### config.mk
export PLATFORM = sky130hd
export DESIGN_NAME = rom_fetch_master
export DESIGN_NICKNAME = d
export VERILOG_FILES = /design/src/rtl/rom_fetch_master.sv
export SDC_FILE = /design/constraint.sdc
export NUM_CORES = 1
export LEC_CHECK = 0
export ABC_CLOCK_PERIOD_IN_PS = 4700
export CORE_ASPECT_RATIO = 1.4
export CORE_MARGIN = 4
export CORE_UTILIZATION = 60
export DETAILED_ROUTE_END_ITERATION = 10
export PLACE_DENSITY = 0.89
export SETUP_SLACK_MARGIN = 0.3
export SLEW_MARGIN = 0
export SYNTH_ARGS = -nofsm -noshare
export SYNTH_HDL_FRONTEND = slang
export SYNTH_SLANG_ARGS = --single-unit
### constraint.sdc
create_clock -name clk -period 4.7 [get_ports clk]
set_input_delay 0.705 -clock clk [delete_from_list [all_inputs] [get_ports clk]]
set_output_delay 0.705 -clock clk [all_outputs]
set_load 0.005 [all_outputs]
### src/rtl/rom_fetch_master.sv
// rtl/rom_fetch_master.sv - ROM fetch initiator with 1-cycle read tracking and 3-entry response FIFO
module rom_fetch_master #(
    parameter int          ADDR_WIDTH = 8,
    parameter int          DATA_WIDTH = 32,
    parameter logic [31:0] BOOT_ADDR  = 32'h0000_0000
) (
    input  logic                  clk,
    input  logic                  rstn,
    output logic [ADDR_WIDTH-1:0] ram_addr,
    input  logic [DATA_WIDTH-1:0] ram_rdata,
    input  logic                  jmp_i,
    input  logic [31:0]           jmp_addr_i,
    output logic [DATA_WIDTH-1:0] instr_o,
    output logic [31:0]           instr_addr_o,
    output logic                  instr_valid_o,
    input  logic                  instr_ready_i
);

    logic [31:0]           fetch_pc;
    logic [31:0]           inflight_pc;
    logic                  inflight;
    logic                  kill;
    logic [31:0]           fifo_addr [3];
    logic [DATA_WIDTH-1:0] fifo_data [3];
    logic [1:0]            rd_ptr;
    logic [1:0]            wr_ptr;
    logic [1:0]            count;
    logic                  issue;
    logic                  push;
    logic                  pop;
    logic [31:0]           jmp_target;

    function automatic logic [1:0] ptr_inc(input logic [1:0] p);
        return (p == 2'd2) ? 2'd0 : p + 2'd1;
    endfunction

    // A word is only requested when its response is guaranteed a FIFO slot,
    // without counting on a pop happening in the same cycle.
    assign issue         = !jmp_i && (({1'b0, count} + {2'b00, inflight}) <= 3'd2);
    assign push          = inflight && !kill;
    assign pop           = instr_valid_o && instr_ready_i;
    assign jmp_target    = jmp_addr_i & 32'hFFFF_FFFC;
    assign ram_addr      = fetch_pc[ADDR_WIDTH+1:2];
    assign instr_valid_o = (count != 2'd0);
    assign instr_o       = fifo_data[rd_ptr];
    assign instr_addr_o  = fifo_addr[rd_ptr];

    always_ff @(posedge clk or negedge rstn) begin
        if (!rstn) begin
            fetch_pc    <= BOOT_ADDR;
            inflight_pc <= 32'd0;
            inflight    <= 1'b0;
            kill        <= 1'b0;
            rd_ptr      <= 2'd0;
            wr_ptr      <= 2'd0;
            count       <= 2'd0;
            for (int i = 0; i < 3; i++) begin
                fifo_addr[i] <= 32'd0;
                fifo_data[i] <= '0;
            end
        end else if (jmp_i) begin
            // Redirect: buffered words and the response arriving now are dropped.
            fetch_pc <= jmp_target;
            inflight <= 1'b0;
            kill     <= inflight;
            rd_ptr   <= 2'd0;
            wr_ptr   <= 2'd0;
            count    <= 2'd0;
        end else begin
            kill     <= 1'b0;
            inflight <= issue;
            if (issue) begin
                inflight_pc <= fetch_pc;
                fetch_pc    <= fetch_pc + 32'd4;
            end
            if (push) begin
                fifo_addr[wr_ptr] <= inflight_pc;
                fifo_data[wr_ptr] <= ram_rdata;
                wr_ptr            <= ptr_inc(wr_ptr);
            end
            if (pop) begin
                rd_ptr <= ptr_inc(rd_ptr);
            end
            count <= count + {1'b0, push} - {1'b0, pop};
        end
    end

    assert property (@(posedge clk) disable iff (!rstn)
        ({1'b0, count} + {2'b00, inflight}) <= 3'd3);

endmodule

=== Yosys cells after proc, flatten, opt, wreduce, memory -nomap -nowiden ===
Cells that the tools add are included.

* Bits in read-only memories: 0
* Bits in writable memories: 0
* Logic and storage cells: 61
* Bits in registers: 264
* Output and inout port bits: 73
* Input bits: 68
* Memories: 0
* Latch bits: 0

* Equal/unequal tests: 2
* Multiplexer cells: 21
* Divide/modulo/power cells: 0
* $add $sub $neg: 6
* Reductions and logical operators: 12
* Multipliers: 0
* Shift operators: 0
* Order comparisons: 4
* Bitwise logic cells: 3

{| class="wikitable"
|+ Operator list
! cell !! number
|-
| 2-to-1 mux 32 bit || 7
|-
| bitwise mux 96 bit || 2
|-
| binary-select mux 32 bit (select 2 bit) || 2
|-
| demux 32 bit (select 2 bit) || 1
|-
| adder 32 x 3 -> 32 bit (second input constant) || 1
|-
| 2-to-1 mux 2 bit || 7
|-
| nonzero test 2 bit || 4
|-
| greater-or-equal comparator 3 bit (second input constant) || 2
|-
| inverter 2 -> 3 bit || 2
|-
| adder 2 x 1 -> 2 bit (second input constant) || 2
|-
| equality test 2 bit (second input constant) || 2
|-
| logical AND 1 bit || 4
|-
| AND reduction 2 bit || 2
|-
| adder 2 x 1 -> 3 bit || 1
|-
| <= comparator 3 x 2 -> 1 bit (second input constant) || 1
|-
| < comparator 3 x 1 -> 1 bit (second input constant) || 1
|-
| adder 2 x 1 -> 2 bit || 1
|-
| logical NOT 1 bit || 2
|-
| 2-to-1 mux 1 bit || 2
|-
| subtractor 2 x 1 -> 2 bit || 1
|-
| inverter 1 bit || 1
|}

=== Longest topological paths before layout ===
* Depth in word-level cells: 6
* Mapped depth: 9
* Gate-level depth less buffers: 7

=== Worst setup path after synthesis ===
No wires, ideal clock.

* Kind: reg2reg
* Start point: register count[0]
* End point: register fetch_pc[25]
* Clock period less this slack: 2198 ps
* Cell stages (with the launch flop): 8
* Data arrival time: 2116 ps
* Required time: 4618 ps
* Slack: 2502 ps
* Buffers on the path: 0
* Cell sequence: dfrtp_1 ha_1 inv_1 ha_1 or3b_1 a211o_1 or4_1 a31oi_1

* Cells in the longest elaborated chain, start to end: 4

{| class="wikitable"
|+ RTL lines
! element !! line !! RTL
|-
| from (decl) || 27 || <nowiki>logic [1:0] count;</nowiki>
|-
| from (signal assigned) || 84 || <nowiki>count <= count + {1'b0, push} - {1'b0, pop};</nowiki>
|-
| adder 2 x 1 -> 3 bit || 39 || <nowiki>assign issue = !jmp_i && (({1'b0, count} + {2'b00, inflight}) <= 3'd2);</nowiki>
|-
| <= comparator 3 x 2 -> 1 bit || 39 ||
|-
| logical AND 1 bit || 39 ||
|-
| nonzero test 2 bit (no line) || -- ||
|-
| to (signal assigned) || 63 || <nowiki>fetch_pc <= jmp_target;</nowiki>
|-
| to (signal assigned) || 74 || <nowiki>fetch_pc <= fetch_pc + 32'd4;</nowiki>
|-
| to (decl) || 19 || <nowiki>logic [31:0] fetch_pc;</nowiki>
|}

No other way between the ends.
A chain may end at the register's enable or synchronous reset.

=== Worst setup path after layout ===
* Start point: register rd_ptr[0]
* End point: output instr_addr_o[12]

* Cells in the longest elaborated chain, start to end: 4

{| class="wikitable"
|+ RTL lines
! element !! line !! RTL
|-
| from (decl) || 25 || <nowiki>logic [1:0] rd_ptr;</nowiki>
|-
| from (signal assigned) || 82 || <nowiki>rd_ptr <= ptr_inc(rd_ptr);</nowiki>
|-
| inverter 2 -> 3 bit (implied by the code) || 46 || <nowiki>assign instr_addr_o = fifo_addr[rd_ptr];</nowiki>
|-
| binary-select mux 32 bit (select 2 bit) || 46 ||
|-
| 2-to-1 mux 32 bit (implied by the code) (2 in series) || 46 ||
|-
| to (decl) || 14 || <nowiki>output logic [31:0] instr_addr_o,</nowiki>
|}

No other way between the ends. The select of a mux whose other input is x is not followed.

==> flow_summary.json <==
{
  "outcome": "finished, final reports clean",
  "numCtsBuffers": 23,
  "ios": 141,
  "cap_violations": 0,
  "power_leakage_nw": 5.79,
  "area_growth_pct": 19.0,
  "dieArea_um2": 21700,
  "first_pass_iters": 5,
  "required_ns": 3.99,
  "num_rows": 60,
  "clock_sinks": 254,
  "ys_warn_count": 0,
  "grt_pass1_vias": 8387,
  "antenna_found_initial": 0,
  "irDropWorstVdd_mv": 0.360,
  "post_cts_resized": 0,
  "final_cells": 1313,
  "drt_iter0_markers": 651,
  "dp_slack_ns": 1.42,
  "grt_max_degree": 136,
  "post-place-cells": 1272,
  "period_needed_ns": 3.81,
  "place_hpwl_mm": 16.0,
  "rsz0062_at_grt": "no",
  "path_max_fanout": 39,
  "hold_slack_ns": 0.305,
  "synthTopCellsByArea": "dfrtp_1 (55%), mux2_2 (21%), mux2i_1 (5.4%)",
  "fmax_mhz": 263,
  "worst_pin_slew_ns": 1.13,
  "cts_hold_buffers": 0,
  "ys_seq_elements": 254,
  "globalplace.congestion": 0.833,
  "r2r_slack_ns": 1.67,
  "total_power_mw": 8.46,
  "core_um2": 19100,
  "fin_crit_sh": 0.810,
  "crit_type": "reg2out",
  "worstSetupEndpointType": "primary output",
  "synth_edf_count": 0,
  "viasPerCell": 5.88,
  "cts-root-buf": "clkbuf_16",
  "postRouteAntennaNets": 0,
  "htreeDepth": 1,
  "place_area_um2": 13100,
  "setup_tns_ns": 0,
  "netlist.area_leader.share": 0.546,
  "nets": 1123,
  "post-synth-top-area-cell": "dfrtp_1",
  "ys_seq_area_frac": 0.546,
  "cts_tree": "built",
  "grt_overflow_total": 0,
  "drive_above_1_share": 0.265,
  "fillers": 1255,
  "clockBufferDepth": 3,
  "wl_mm": 25.0,
  "maxSlewHeadroom": 0.238,
  "setup_viol": 0,
  "arrival_ns": 3.10,
  "drv_slew": 0,
  "finalHoldViolCount": 0,
  "clk_pin_slew_worst_paths_ns": 0.06,
  "netlist-cell-type-count": 48,
  "wl_per_cell_um": 19.1,
  "start_util": 0.609,
  "vias": 7718,
  "design_area_um2": 13900,
  "fin_ws_ns": 0.891,
  "io_buffers": 136,
  "worstSetupStartpointType": "flip-flop",
  "hp-class": "in2async",
  "cts_setup_buffers": 0,
  "track_usage": 0.232,
  "syn_area_um2": 11600,
  "num_antenna_cells": 0,
  "async_flop_share": 1.00,
  "drc": 0,
  "clk-insertion-delay-late_ns": 0.50,
  "synth_cells": 942,
  "avgSynthCellArea_um2": 12.4,
  "die_x_um": 126,
  "die_y_um": 173,
  "ys.flop_type": "dfrtp_1",
  "skew_ns": 0.00847,
  "grt_first_pass_wirelength_mm": 41.9,
  "p_per_area_nw_per_um2": 611,
  "utilization": 0.724
}
==> registers in the layout, indices dropped and copies added (netlist names) <==
signal,flops
rd_ptr,2
wr_ptr,2
inflight_pc,30
count,2
kill,1
fifo_addr,90
fifo_data,96
inflight,1
fetch_pc,30
==> worst paths after layout <==
path / start / to / cells after the start
setup / recovery: rd_ptr[0]$_DFFE_PN0P_ / instr_addr_o[12] / 4
hold / removal: rstn / fifo_data[4]$_DFFE_PN0P_ / 1
setup reg to reg: count[0]$_DFF_PN0_ / fetch_pc[22]$_DFFE_PN0P_ / 7
hold reg to reg: fifo_addr[80]$_DFFE_PN0P_ / fifo_addr[80]$_DFFE_PN0P_ / 1
max in group asynchronous: rstn / fifo_addr[47]$_DFFE_PN0P_ / 2
min in group clk: fifo_addr[80]$_DFFE_PN0P_ / fifo_addr[80]$_DFFE_PN0P_ / 1
==> routing by layer <==
layer	part of all wire	vias up	global-route usage	wire (um)
li1	-	3576	-	-
met1	0.40	3904	0.294	10100
met2	0.53	201	0.421	13200
met3	0.049	37	0.0284	1220
met4	0.020	0	0.0622	496
met5	0	-	0	0
==> power by group <==
group          internal (mW)  total, mW  switching [mW]
registers               3.13       3.74           0.601
logic                   1.79       2.87            1.09
clock network           1.07       1.85           0.780
total                   6.00       8.46            2.47
==> worst max-delay path, stage by stage (launching register included) <==
cell and delay (ns):
dfrtp_4 0.78, buf_4 0.70, mux2i_1 0.18, o21ai_0 0.35, clkdlybuf4s50_1 0.58
==> kinds of logic (layout without fill, tap and decap cells) <==
family,after synthesis,count (layout),synth area share
AO/OA/AOI/OAI,129,129,0.0635
XOR/XNOR,9,9,0.00677
adder cells (fa/ha/maj),6,6,0.00644
buffers and inverters,77,199,0.0355
flip-flops,254,254,0.546
multiplexers,279,279,0.263
other,1,2,0.000322
AND/OR/NAND/NOR,187,187,0.0789
==> cell usage after synthesis (all sizes together), types with 2 or more instances <==
library cell and count:
clkbuf 28, or4 17, a221oi 3, inv 7, a21oi 6, nor2 26
dfrtp 254, or3 5, nor2b 10, buf 41, nand4 6, a31oi 15
nor3b 2, o211ai 7, and2 4, mux2 216, o31ai 10, nand3 11
ha 6, mux2i 63, o2111ai 4, o21ai 82, and3 6, xor2 8
nand2 93
==> cell usage in the layout (no fill, tap or decap), types with 2 or more instances in the layout <==
master | synthesis | final
a21oi_1 | 6 | 6
a221oi_1 | 3 | 3
a31oi_1 | 15 | 15
and2_1 | 3 | 3
and3_1 | 4 | 4
and3_2 | 2 | 2
buf_12 | 0 | 3
buf_4 | 10 | 11
bufinv_16 | 0 | 2
clkbuf_1 | 23 | 4
clkbuf_16 | 0 | 23
clkbuf_8 | 5 | 4
clkdlybuf4s50_1 | 0 | 135
clkinv_2 | 0 | 7
conb_1 | 1 | 2
dfrtp_1 | 254 | 252
ha_1 | 6 | 6
inv_1 | 7 | 7
mux2_2 | 216 | 216
mux2i_1 | 63 | 63
nand2_1 | 93 | 91
nand2_2 | 0 | 2
nand3_1 | 11 | 11
nand4_1 | 5 | 5
nor2_1 | 26 | 26
nor2b_1 | 10 | 9
o2111ai_1 | 4 | 4
o211ai_1 | 7 | 7
o21ai_0 | 81 | 81
o31ai_1 | 10 | 10
or3_1 | 4 | 4
or4_1 | 16 | 16
xor2_1 | 8 | 8
==> final cells by class <==
cell class              instances  area, um^2  area share
flip-flops and latches        254        6360       0.459
multi-input cells             612        4900       0.354
well taps                     248         310      0.0224
repair buffers                150        1510       0.109
clock inverters                10         103     0.00740
inverters                       8        30.0     0.00217
clock buffers                  31         646      0.0466
Note: power is estimated with default switching activity, not from simulation.
